### src/rtl/parameters_if.sv
// Data-side bundle of the byte register: load enable, write data and stored value.
//   Enbar    : load enable, active-low (driven by master)
//   new_data : byte to capture on the next ClkN falling edge (driven by master)
//   register : current stored value (driven by slave)
interface parameters_if #(
   parameter int unsigned WIDTH = 8
);
   logic             Enbar;
   logic [WIDTH-1:0] new_data;
   logic [WIDTH-1:0] register;

   modport master (output Enbar, output new_data, input register);
   modport slave  (input Enbar, input new_data, output register);
endinterface

### src/rtl/parameters.sv
// Byte storage register captured on the falling edge of ClkN.
//   ClkN : clock, state changes on the 1->0 edge only
//   ClrN : asynchronous active-high clear, overrides everything
//   bus  : slave side of parameters_if (Enbar, new_data in; register out)
module parameters #(
   parameter int unsigned         WIDTH       = 8,
   parameter logic [WIDTH-1:0]    RESET_VALUE = '0
) (
   input  logic        ClkN,
   input  logic        ClrN,
   parameters_if.slave bus
);

   logic [WIDTH-1:0] register_q;

   // Storage flops: clear wins over any falling edge; Enbar=0 loads, Enbar=1 holds.
   always_ff @(negedge ClkN or posedge ClrN) begin
      if (ClrN) begin
         register_q <= RESET_VALUE;
      end else if (!bus.Enbar) begin
         register_q <= bus.new_data;
      end
   end

   assign bus.register = register_q;

endmodule

### src/flat_wrapper.sv
// flat-port wrapper written by rule: the top's interface ports become plain ports
module parameters_flat 
#(
   parameter int unsigned         WIDTH       = 8,
   parameter logic [WIDTH-1:0]    RESET_VALUE = '0
)
  (ClkN, ClrN, bus_Enbar, bus_new_data, bus_register);
  parameters_if #(.WIDTH(WIDTH)) bus_i ();
  input  logic ClkN;
  input  logic ClrN;
  input wire logic [$bits(bus_i.Enbar)-1:0] bus_Enbar;
  input wire logic [$bits(bus_i.new_data)-1:0] bus_new_data;
  output wire logic [$bits(bus_i.register)-1:0] bus_register;
  assign bus_i.Enbar = bus_Enbar;
  assign bus_i.new_data = bus_new_data;
  assign bus_register = bus_i.register;
  parameters #(.WIDTH(WIDTH), .RESET_VALUE(RESET_VALUE)) u_core (.ClkN(ClkN), .ClrN(ClrN), .bus(bus_i));
endmodule
### config.mk
export PLATFORM = sky130hd
export DESIGN_NAME = parameters_flat
export DESIGN_NICKNAME = d
export VERILOG_FILES = /design/src/rtl/parameters_if.sv /design/src/rtl/parameters.sv /design/src/flat_wrapper.sv
export SDC_FILE = /design/constraint.sdc
export NUM_CORES = 1
export LEC_CHECK = 0
export BUFFER_PORTS_ARGS = -buffer_cell sky130_fd_sc_hd__buf_2
export CAP_MARGIN = 30
export CELL_PAD_IN_SITES_DETAIL_PLACEMENT = 1
export CELL_PAD_IN_SITES_GLOBAL_PLACEMENT = 1
export CORE_AREA = 2 2 39 41
export CTS_CLUSTER_SIZE = 14
export DETAILED_ROUTE_END_ITERATION = 16
export DIE_AREA = 0 0 41 43
export PLACE_DENSITY = 0.71
export SETUP_SLACK_MARGIN = 0.2
export SKIP_CTS_REPAIR_TIMING = 1
export SYNTH_ARGS = -nofsm -noshare
export SYNTH_HDL_FRONTEND = slang
export SYNTH_SLANG_ARGS = --single-unit
### constraint.sdc
create_clock -name ClkN -period 0.9 [get_ports ClkN]
set_input_delay 0.18 -clock ClkN [delete_from_list [all_inputs] [get_ports ClkN]]
set_output_delay 0.18 -clock ClkN [all_outputs]
set_load 0.05 [all_outputs]
==> reports/qor.yml <==
outcome: "complete, but fails checks"
violations: "negative setup slack"
cp_slowest_cell: "dfrtn_1"
grt_max_degree: 9
relSlewSlack: 0.793
synth_seq_cells: 8
wl_per_cell_um: 12.8
crit_required_ps: 720
die_w_um: 41
power.switching_uw: 333
wl_um: 758
combPwrFrac: 0.335
clkPwrFrac: 0.261
ctsHtreeMaxLevel: 1
clk_pin_slew_worst_paths_ps: 40
fp.dieH_um: 43
cp.arrival_ps: 1310
design_area_um2: 559
numCtsBuffers: 3
critPathKind: "reg2out"
cts_root_buf: "clkbuf_4"
tightest_slew_ps: 310
antenna_found_initial: 0
final_cell_mix: "buf_2, mux2_4, buf_6, dfrtn_1, buf_4"
ios: 19
drive_gt1_frac: 0.791
powerDensity_nw_per_um2: 1890
synthTopCellsByArea: "dfrtn_1, mux2_4, buf_6, inv_1"
max_stage_delay_ps: 430
instances_no_fill: 59
num_vias: 228
synth_largest_area_cell: "dfrtn_1"
ys_types: 4
gp_congestion: 0.590
die-area_um2: 1760
multi_input_area_um2: 120
initial_core_util: 0.242
diodes: 0
ys_warn_count: 0
dp.cells: 55
drt_iter0_markers: 0
grt.overflow.total: 0
io_buffer_count: 18
core_um2: 1380
largest_reg_flops: 8
crit_path_end_kind: "output port"
final_common_cell: "buf_2"
area_growth_pct: 66.8
cpLargestDelayFamily: "flip-flops"
startpoint_type: "register"
vias_per_cell: 3.86
drc: 0
antenna_left: 0
critPathBufInv: 1
avgSynthCellArea_um2: 18.6
drv_slew: 0
cts_tree: "yes"
cts_max_path_buffers: 2
drt_first_pass_iters: 1
placed_area_um2: 464
grt_first_pass_wirelength_mm: 1.10
finalClockSkew_ps: 0
finalHoldViolCount: 0
fin_ws_ps: -588
clock-sinks: 8
intPower_uw: 724
dp_hpwl_um: 535
fin_tns_setup_ps: -4930
rsz0062_at_grt: "yes"
fillCellCount: 144
hold_ws_ps: 208
max-vdd-ir-drop_v: 0.000608
syn_nets: 29
synthCells: 18
setup-violations-final: 16
cap_viol_max_count: 0
clock_latency_ps: 260
worstPathMaxFanout: 2
power_frac_seq: 0.404
final_core_util: 0.404
p_sw_frac: 0.315
synth.top_cell.area_share: 0.597
first_global_vias: 244
synthesis.area_um2: 335
grtUsageTotal: 0.100
crit_chain: "buf_6"
rows: 14
hold_path_class: "in2async"
nets: 56
p_leak_uw: 0.000296
ys_seq_area_frac: 0.597
ff_latch_area_um2: 200
[through the flow]
step | setup slack, ps | power [uW]
2_1_floorplan | -396 | 635
3_3_place_gp | -457 | 718
3_5_place_dp | -470 | 721
4_1_cts | -678 | 1010
5_1_grt | -620 | 1110
6_report | -588 | 1060
[power by group through the flow]
stage                     logic, uW  registers, uW  clock network [uW]
after floorplan                81.4            553                   0
after global placement          292            426                   0
after detailed placement        297            424                   0
after CTS                       299            419                 291
after global routing            369            430                 310
final                           354            427                 275
[final cells by class]
cell class                      instances  share of cell area
Sequential cell                         8               0.358
Timing Repair Buffer                   23               0.345
Multi-Input combinational cell          8               0.215
Clock buffer                            3              0.0403
Tap cell                               16              0.0358
Inverter                                1             0.00671
[metal layers]
metal,GRT usage,up-vias,routed length [um]
met5,0,-,0
met4,0.120,0,0
met3,0.0157,0,8
met2,0.128,2,451
met1,0.122,115,298
li1,-,111,-
[worst register-to-register path, delay by kind of cell, from the launching register on]
kind,cells,cell delay (ps)
muxes,1,240
DFF,1,360
buffers and inverters,1,140
[final timing paths]
kind | from | end | slack [ps] | cells past startpoint
setup / recovery | u_core.bus.register[2] | bus_register[2] | -590 | 1
hold / removal | ClrN | u_core.bus.register[4] | 210 | 2
setup reg to reg | u_core.bus.register[2] | u_core.bus.register[2] | 10 | 2
hold reg to reg | u_core.bus.register[3] | u_core.bus.register[3] | 490 | 1
max in group asynchronous | ClrN | u_core.bus.register[7] | 430 | 2
min in group ClkN | bus_new_data[4] | u_core.bus.register[4] | 480 | 2
[cells by family (layout without fill, tap and decap cells)]
family,count (synthesis),after routing,synth area share
buf+inv,2,27,0.0448
flops,8,8,0.597
mux,8,8,0.358
[synthesized netlist by cell type, drive strengths merged]
master,number
buf,1
mux2,8
inv,1
dfrtn,8
Power figures use the tool's default switching activity.
